**config.mk**
```make
export PLATFORM = sky130hd
export DESIGN_NAME = ex_operand_latch
export DESIGN_NICKNAME = d
export VERILOG_FILES = /design/src/rtl/ex_operand_latch.sv
export SDC_FILE = /design/constraint.sdc
export NUM_CORES = 1
export LEC_CHECK = 0
export ABC_AREA = 0
export CAP_MARGIN = 40
export CORE_MARGIN = 2
export CORE_UTILIZATION = 35
export DETAILED_ROUTE_END_ITERATION = 10
export PLACE_DENSITY = 0.76
export SKIP_CTS_REPAIR_TIMING = 1
export SLEW_MARGIN = 30
export SYNTH_ARGS = -nofsm -noshare
export SYNTH_HDL_FRONTEND = slang
export SYNTH_SLANG_ARGS = --single-unit
```
**constraint.sdc**
```tcl
create_clock -name clk -period 4.8 [get_ports clk]
set_input_delay 0.96 -clock clk [delete_from_list [all_inputs] [get_ports clk]]
set_output_delay 0.96 -clock clk [all_outputs]
set_load 0.005 [all_outputs]
```
**src/rtl/ex_operand_latch.sv**
```systemverilog
// ID/EX operand and control latch with load-use bubble insertion and a saturating bubble counter.
// Define EX_OPERAND_FORWARD_EN to bypass writeback data into the rs/rt operands at capture time.
module ex_operand_latch #(
  parameter int DATA_W = 32
) (
  input  logic              clk,
  input  logic              rst,
  input  logic              in_valid,
  input  logic              stall,
  input  logic              flush,
  input  logic [5:0]        rs_addr,
  input  logic [5:0]        rt_addr,
  input  logic [DATA_W-1:0] rs_data,
  input  logic [DATA_W-1:0] rt_data,
  input  logic [DATA_W-1:0] imm,
  input  logic              alu_src,
  input  logic              reg_write,
  input  logic              mem_read,
  input  logic [5:0]        rd_addr,
  input  logic              wb_we,
  input  logic [5:0]        wb_addr,
  input  logic [DATA_W-1:0] wb_data,
  output logic              ex_valid,
  output logic [DATA_W-1:0] ex_a,
  output logic [DATA_W-1:0] ex_d1,
  output logic [DATA_W-1:0] ex_d2,
  output logic              ex_sel,
  output logic              ex_reg_write,
  output logic              ex_mem_read,
  output logic [5:0]        ex_rd_addr,
  output logic              hazard,
  output logic [15:0]       bubble_count
);

  localparam logic [15:0] BUBBLE_MAX = 16'hFFFF;

  function automatic logic [15:0] sat_inc(input logic [15:0] v);
    return (v == BUBBLE_MAX) ? v : v + 16'd1;
  endfunction

  function automatic logic signed [DATA_W-1:0] pick_operand(input logic              fwd,
                                                            input logic [DATA_W-1:0] wb,
                                                            input logic [DATA_W-1:0] rf);
    return fwd ? wb : rf;
  endfunction

  logic                     vld_p1_q, vld_p1_d;
  logic signed [DATA_W-1:0] a_p1_q, a_p1_d;
  logic signed [DATA_W-1:0] d1_p1_q, d1_p1_d;
  logic signed [DATA_W-1:0] d2_p1_q, d2_p1_d;
  logic                     sel_p1_q, sel_p1_d;
  logic                     rw_p1_q, rw_p1_d;
  logic                     mr_p1_q, mr_p1_d;
  logic [5:0]               rd_p1_q, rd_p1_d;
  logic [15:0]              bubble_q, bubble_d;
  logic                     fwd_rs, fwd_rt;
  logic                     hazard_w;

`ifdef EX_OPERAND_FORWARD_EN
  assign fwd_rs = wb_we && (wb_addr == rs_addr);
  assign fwd_rt = wb_we && (wb_addr == rt_addr);
`else
  logic unused_wb;
  assign fwd_rs    = 1'b0;
  assign fwd_rt    = 1'b0;
  assign unused_wb = ^{wb_we, wb_addr, wb_data};
`endif

  // A load in EX whose destination feeds the instruction in decode cannot be bypassed in time.
  assign hazard_w = in_valid && vld_p1_q && mr_p1_q && rw_p1_q &&
                    ((rd_p1_q == rs_addr) || (rd_p1_q == rt_addr));

  always_comb begin
    vld_p1_d = vld_p1_q;
    a_p1_d   = a_p1_q;
    d1_p1_d  = d1_p1_q;
    d2_p1_d  = d2_p1_q;
    sel_p1_d = sel_p1_q;
    rw_p1_d  = rw_p1_q;
    mr_p1_d  = mr_p1_q;
    rd_p1_d  = rd_p1_q;
    bubble_d = bubble_q;
    if (flush) begin
      vld_p1_d = 1'b0;
      sel_p1_d = 1'b0;
      rw_p1_d  = 1'b0;
      mr_p1_d  = 1'b0;
    end else if (!stall) begin
      if (hazard_w) begin
        vld_p1_d = 1'b0;
        sel_p1_d = 1'b0;
        rw_p1_d  = 1'b0;
        mr_p1_d  = 1'b0;
        bubble_d = sat_inc(bubble_q);
      end else begin
        vld_p1_d = in_valid;
        a_p1_d   = pick_operand(fwd_rs, wb_data, rs_data);
        d1_p1_d  = pick_operand(fwd_rt, wb_data, rt_data);
        d2_p1_d  = imm;
        sel_p1_d = in_valid & alu_src;
        rw_p1_d  = in_valid & reg_write;
        mr_p1_d  = in_valid & mem_read;
        rd_p1_d  = rd_addr;
      end
    end
  end

  // Decode -> EX stage boundary
  always_ff @(posedge clk) begin
    if (rst) begin
      vld_p1_q <= 1'b0;
      a_p1_q   <= '0;
      d1_p1_q  <= '0;
      d2_p1_q  <= '0;
      sel_p1_q <= 1'b0;
      rw_p1_q  <= 1'b0;
      mr_p1_q  <= 1'b0;
      rd_p1_q  <= '0;
      bubble_q <= '0;
    end else begin
      vld_p1_q <= vld_p1_d;
      a_p1_q   <= a_p1_d;
      d1_p1_q  <= d1_p1_d;
      d2_p1_q  <= d2_p1_d;
      sel_p1_q <= sel_p1_d;
      rw_p1_q  <= rw_p1_d;
      mr_p1_q  <= mr_p1_d;
      rd_p1_q  <= rd_p1_d;
      bubble_q <= bubble_d;
    end
  end

  assign ex_valid     = vld_p1_q;
  assign ex_a         = a_p1_q;
  assign ex_d1        = d1_p1_q;
  assign ex_d2        = d2_p1_q;
  assign ex_sel       = sel_p1_q;
  assign ex_reg_write = rw_p1_q;
  assign ex_mem_read  = mr_p1_q;
  assign ex_rd_addr   = rd_p1_q;
  assign hazard       = hazard_w;
  assign bubble_count = bubble_q;

endmodule

```
==> metrics.md, run 1 <==
| Metric | Value |
|---|---|
| Wire length per cell | `14.49 um` |
| Gate Count Post-Synth | `584` |
| CTS HTree Levels | `4` |
| CTS tree | `yes` |
| Overall power | `2.681 mW` |
| Crit end category | `output pin` |
| Leakage | `2.822 nW` |
| Ratio of cells with drive above 1 in the final layout | `6.416%` |
| Multi-input logic area | `2062 um2` |
| Seq cells post-synth | `122` |
| Period minus WS final | `3963 ps` |
| Gpl congestion | `0.7889` |
| Worst slack at placement | `824.9 ps` |
| Slew margin rel. | `50.50%` |
| Mapped Avg Cell Area | `7.987 um2` |
| Critical path class | `input pin to output pin` |
| Final nets | `975` |
| Crit-path max FO | `3` |
| Worst EP required | `3840 ps` |
| Row count | `42` |
| Largest net degree at the start of global routing | `78` |
| Critical Path Start Type | `input pin` |
| Top post-synthesis cells by count | `nand2_1, dfxtp_1, a21oi_1` |
| Worst Skew | `6.562 ps` |
| Vias in the first global route | `4,560` |
| Worst hold path type | `flop to flop` |
| Placed cell area | `7266 um2` |
| RSZ-0062 raised after global routing | `no` |
| Sequential Area | `2442 um2` |
| Critical Path AT | `3000 ps` |
| Crit-path cells | `clkdlybuf4s50_1 > xor2_1 > nor4_2 > a22oi_2 > inv_1 > clkdlybuf4s50_1` |
| # clock sinks | `122` |
| Diode count | `0` |
| Routed WL | `14.52 mm` |
| Die X | `119.4 um` |
| Fin area | `7876 um2` |
| Crit-path max cell delay | `690 ps` |
| Setup_tns | `0 ps` |
| Grt ovf | `0` |
| Post-Syn Area | `4664 um2` |
| Fill cell count | `1,177` |
| Most common cell type on the critical path | `clkdlybuf4s50_1` |
| Final Hold Viols | `0` |
| Die area | `14,270 um2` |
| Root Buffer | `clkbuf_16` |
| Sequential fraction of the synthesis area | `52.36%` |
| Async SR Flop Fraction | `0%` |
| Global-route wire length before repair | `22.86 mm` |
| Max Cap Viol | `0` |
| Residual DRC count | `0` |
| Synth top area share | `52.36%` |
| I/O pin cnt | `284` |
| Vias | `4,816` |
| Worst-Margin Slew | `736.3 ps` |
| Status | `finished clean` |
| PortBufs | `244` |
| Power per Cell Area | `340.5 nW/um2` |
| Post-synth EDFFs | `0` |
| Primary FF master, synth | `dfxtp_1` |
| Top cells by area, synth | `dfxtp_1, nand2_1, a21oi_1` |
| Post-DP HPWL | `10.14 mm` |
| Die Span Y | `119.4 um` |
| Initial Util | `35.50%` |
| Vias per inst | `4.806` |
| Iteration-0 DRC Markers | `303` |
| Detail Route Antenna Nets | `0` |
| Critical-path top delay cell | `nor4_2` |
| Post-synth top area cell | `dfxtp_1` |
| Fmax | `252.3 MHz` |
| Gr usage total | `20.16%` |
| Clk slew on worst S/H paths | `50 ps` |
| TritonCTS Buffers | `17` |
| Max-slew violation count | `0` |
| Maximum VDD drop | `194.8 uV` |
| Final WS setup | `837.0 ps` |
| Core area | `13,140 um2` |
| Setup violators final | `0` |
| Unique cell type count in the Yosys netlist | `32` |
| Period utilization | `82.56%` |
| Synth Warn # | `0` |
| Initial antenna violation count | `0` |
| P&R area growth vs syn | `68.86%` |
| DR pass1 iterations | `4` |
| Mapped Nets | `746` |
| Count leader, synth | `nand2_1` |
| Skew-Pair Late Insertion Delay | `410 ps` |
| Longest Clk Path Bufs | `2` |
[metrics by stage]
| stage | hold WS [ps] | instances | util [%] |
|---|---|---|---|
| finish | 450.2 | 1002 | 59.95 |
| global route | 468.2 | 1002 | 59.95 |
| CTS | 453.4 | 1002 | 59.95 |
| detailed placement | 445.9 | 970 | 55.30 |
| global placement | 440.4 | 967 | 54.98 |
| floorplan | 452.7 | 584 | - |
[path summary, 6_finish.rpt]
kind | startpoint | slack (ps) | endpoint | depth (start not counted)
worst max register to register | ex_rd_addr[5] | 2270 | ex_a[6] | 6
worst max-delay path | rt_addr[5] | 840 | hazard | 6
worst min-delay path | ex_d1[20] | 450 | ex_d1[20] | 2
worst min register to register | ex_d1[20] | 450 | ex_d1[20] | 2
[metal layers]
metal  track usage, %  wire length, um
met1            23.21             5997
met2            34.18             7133
met3            7.567             1156
met4            7.132              228
met5                0                0
[flip-flops by register name, summed over array words and instances (netlist names)]
name	count
ex_rd_addr	6
ex_valid	1
bubble_count	16
ex_d1	32
ex_sel	1
ex_d2	32
ex_a	32
ex_reg_write	1
ex_mem_read	1
[area by class of cell]
class	count	area share [%]
repair buffers	251	32.22
flip-flops and latches	122	31.01
multi-input cells	420	26.18
clock buffers	18	5.576
well taps	176	2.796
clock inverters	14	2.176
inverters	1	0.04766
[worst max-delay path: cells and delay by family]
kind,cells,cell delay (ps)
buf+inv,3,1060
simple gates,1,690
xor+xnor,1,180
compound gates,1,120
[placed cells by master, fill, tap and decap left out, types with 3 or more instances in the layout]
master           Yosys  final
a21oi_1            112    112
a32oi_1              3      3
and4_1               3      3
buf_12               0      3
buf_4                0      3
bufinv_16            0      3
clkbuf_16            0     17
clkdlybuf4s50_1      0    243
clkinv_2             0      3
clkinv_4             0      3
clkinvlp_4           0      3
dfxtp_1            122    122
mux2_2               6      6
nand2_1            210    210
nand3_1             11     11
nand4_1              4      4
nor2_1               9      9
nor2b_1              7      7
nor3_1              10     10
o21ai_0              5      5
o31ai_1              4      4
or3_1                4      4
or4_1                5      5
xor2_1              12     12
[cell families (layout without fill, tap and decap cells)]
logic type,Yosys count,after routing,share of synthesized area [%]
compound gates,129,129,14.78
simple gates,272,272,24.84
flops,122,122,52.36
fa+ha+maj,1,1,0.2682
buf+inv,42,284,4.050
mux,6,6,1.448
xor+xnor,12,12,2.253
[power by group]
part           internal, mW  total (mW)  switching [mW]
Clock                 0.831        1.30           0.468
Sequential             1.05        1.07          0.0209
Combinational         0.187       0.308           0.121
Total                  2.07        2.68           0.610
No activity file was read; power rests on OpenSTA's default activity.
==> run 2: changes to the inputs <==
Clock period 4.8 ns to 3.8 ns, I/O delays scaled along.
==> run 2 against run 1 <==
Compared with the run above:
- flip-flop and latch count stayed put
- cell area is 0.57% higher
- critical endpoint unchanged
- critical path type unchanged
- total power is 25% higher
- sequential power is 27% higher
- sequential share of layout area is 0.18 points lower
- count of clock-buffer cells in the layout is 2 higher
==> metrics.md, run 2 (synthesis results as in run 1) <==
| Metric | Value |
|---|---|
| Fin area | `7921 um2` |
| Final nets | `983` |
| Residual DRC count | `0` |
| Die X | `119.4 um` |
| Sw Ratio | `21.79%` |
| Gr usage total | `19.67%` |
| Placed cells | `978` |
| Gpl congestion | `0.8011` |
| Status | `finished clean` |
| PortBufs | `244` |
| Row count | `42` |
| Die area | `14,270 um2` |
| Die Span Y | `119.4 um` |
| Vias per inst | `4.748` |
| P&R area growth vs syn | `69.82%` |
| Met3 wire len | `1.101 mm` |
| Switch Pwr | `0.7328 mW` |
| Crit-path max FO | `3` |
| Commonest non-fill, non-tap cell in the layout | `clkdlybuf4s50_1` |
| Fmax | `287.8 MHz` |
| Worst slack at placement | `303.5 ps` |
| CTS tree | `yes` |
| Skew-Pair Late Insertion Delay | `400 ps` |
| Met2 wire length | `6.849 mm` |
| Largest net degree at the start of global routing | `67` |
| Setup_tns | `0 ps` |
| Final Util | `60.30%` |
| DR top layer | `met4` |
| Period minus WS final | `3475 ps` |
| Worst EP required | `3040 ps` |
| Crit end category | `output pin` |
| Diode count | `0` |
| RSZ-0062 raised after global routing | `no` |
| Hold path depth | `2` |
| Maximum VDD drop | `244.9 uV` |
| Root Buffer | `clkbuf_16` |
| Iteration-0 DRC Markers | `214` |
| Most frequent cells in the layout | `clkdlybuf4s50_1, nand2_1, dfxtp_1` |
| Initial Util | `35.50%` |
| Clk slew on worst S/H paths | `50 ps` |
| Critical path class | `input pin to output pin` |
| I/O pin cnt | `284` |
| Critical Path AT | `2710 ps` |
| Detail Route Antenna Nets | `0` |
| Worst hold path type | `flop to flop` |
| Comb power frac | `11.6%` |
| Longest Clk Path Bufs | `2` |
| Sequential Area | `2442 um2` |
| Worst Skew | `5.734 ps` |
| CTS HTree Levels | `4` |
| DR pass1 iterations | `4` |
| Vias in the first global route | `4,382` |
| Reg2Reg Depth | `6` |
| Grt ovf | `0` |
| Internal | `2.630 mW` |
| Setup violators final | `0` |
| Max-slew violation count | `0` |
| Critical-path top delay cell | `nor4_2` |
| Most common cell type on the critical path | `clkdlybuf4s50_1` |
| Sequential share of power | `40.4%` |
| Worst-Margin Slew | `766.8 ps` |
| Slew margin rel. | `48.88%` |
| Leakage | `2.848 nW` |
| Max Cap Viol | `0` |
| # clock sinks | `122` |
| Period utilization | `91.45%` |
| Crit-path cells | `clkdlybuf4s50_1 > xor2_1 > nor4_2 > a22oi_2 > inv_1 > clkdlybuf4s50_1` |
| Crit-path max cell delay | `600 ps` |
| TritonCTS Buffers | `17` |
| Routed WL | `14.15 mm` |
| Placed cell area | `7318 um2` |
| Core area | `13,140 um2` |
| Power per Cell Area | `424.5 nW/um2` |
| Post-route insts no fill | `1,009` |
| Fill cell count | `1,182` |
| Ratio of cells with drive above 1 in the final layout | `7.083%` |
| Vias | `4,791` |
| Initial antenna violation count | `0` |
| Clock share of power | `48.1%` |
| Critical Path Start Type | `input pin` |
| Final Hold Viols | `0` |
| Global-route wire length before repair | `22.19 mm` |
| Multi-input logic area | `2062 um2` |
| Post-DP HPWL | `10.05 mm` |
| Final WS setup | `325.1 ps` |
| Met1 wire length | `5.913 mm` |
| Wire length per cell | `14.02 um` |
run 2: cell types whose count changed in the layout (fill, tap and decap cells not counted):
cell        change
clkbuf_1        +1
clkinvlp_4      +2
buf_4          +10
buf_6           -2
clkinv_4        -2
clkbuf_8        +1
inv_6           -2
clkinv_2        -1
run 2: critical path: cells and delay by family:
| kind | cells | cell delay [ps] |
|---|---|---|
| buffers and inverters | 3 | 1010 |
| AO/OA/AOI/OAI | 1 | 170 |
| AND/OR/NAND/NOR | 1 | 600 |
| XOR/XNOR | 1 | 170 |
run 2: stage by stage:
step / total power, mW / hold slack (ps)
detailed placement: 1.776 / 445.9
global route: 3.507 / 462.1
CTS: 3.409 / 452.9
floorplan: 1.507 / 452.7
global placement: 1.772 / 440.6
finish: 3.363 / 450.1
run 2: final timing paths:
check                              startpoint              end  slack [ps]
worst min register to register       ex_a[12]         ex_a[12]         450
worst max-delay path               rs_addr[3]           hazard         330
worst min-delay path                 ex_a[12]         ex_a[12]         450
worst max register to register  ex_rd_addr[1]  bubble_count[5]        1380
run 2: layout make-up:
cell class	count	area share [%]
clock buffer	20	5.765
clock inverter	11	1.848
inverter	1	0.04739
multi-input combinational	420	26.03
sequential	122	30.83
tap	176	2.780
timing repair buffer	259	32.70
run 2: layer usage:
layer | vias up | track usage (%)
li1 | 2427 | -
met3 | 23 | 6.370
met1 | 2172 | 23.10
met4 | 0 | 8.456
met5 | - | 0
met2 | 169 | 32.86
run 2: power by group through the flow:
stage	registers, mW	clock network, mW	logic [mW]
2_1_floorplan	1.39	0	0.118
3_3_place_gp	1.38	0	0.389
3_5_place_dp	1.38	0	0.391
4_1_cts	1.36	1.66	0.394
5_1_grt	1.36	1.72	0.424
6_report	1.36	1.62	0.389
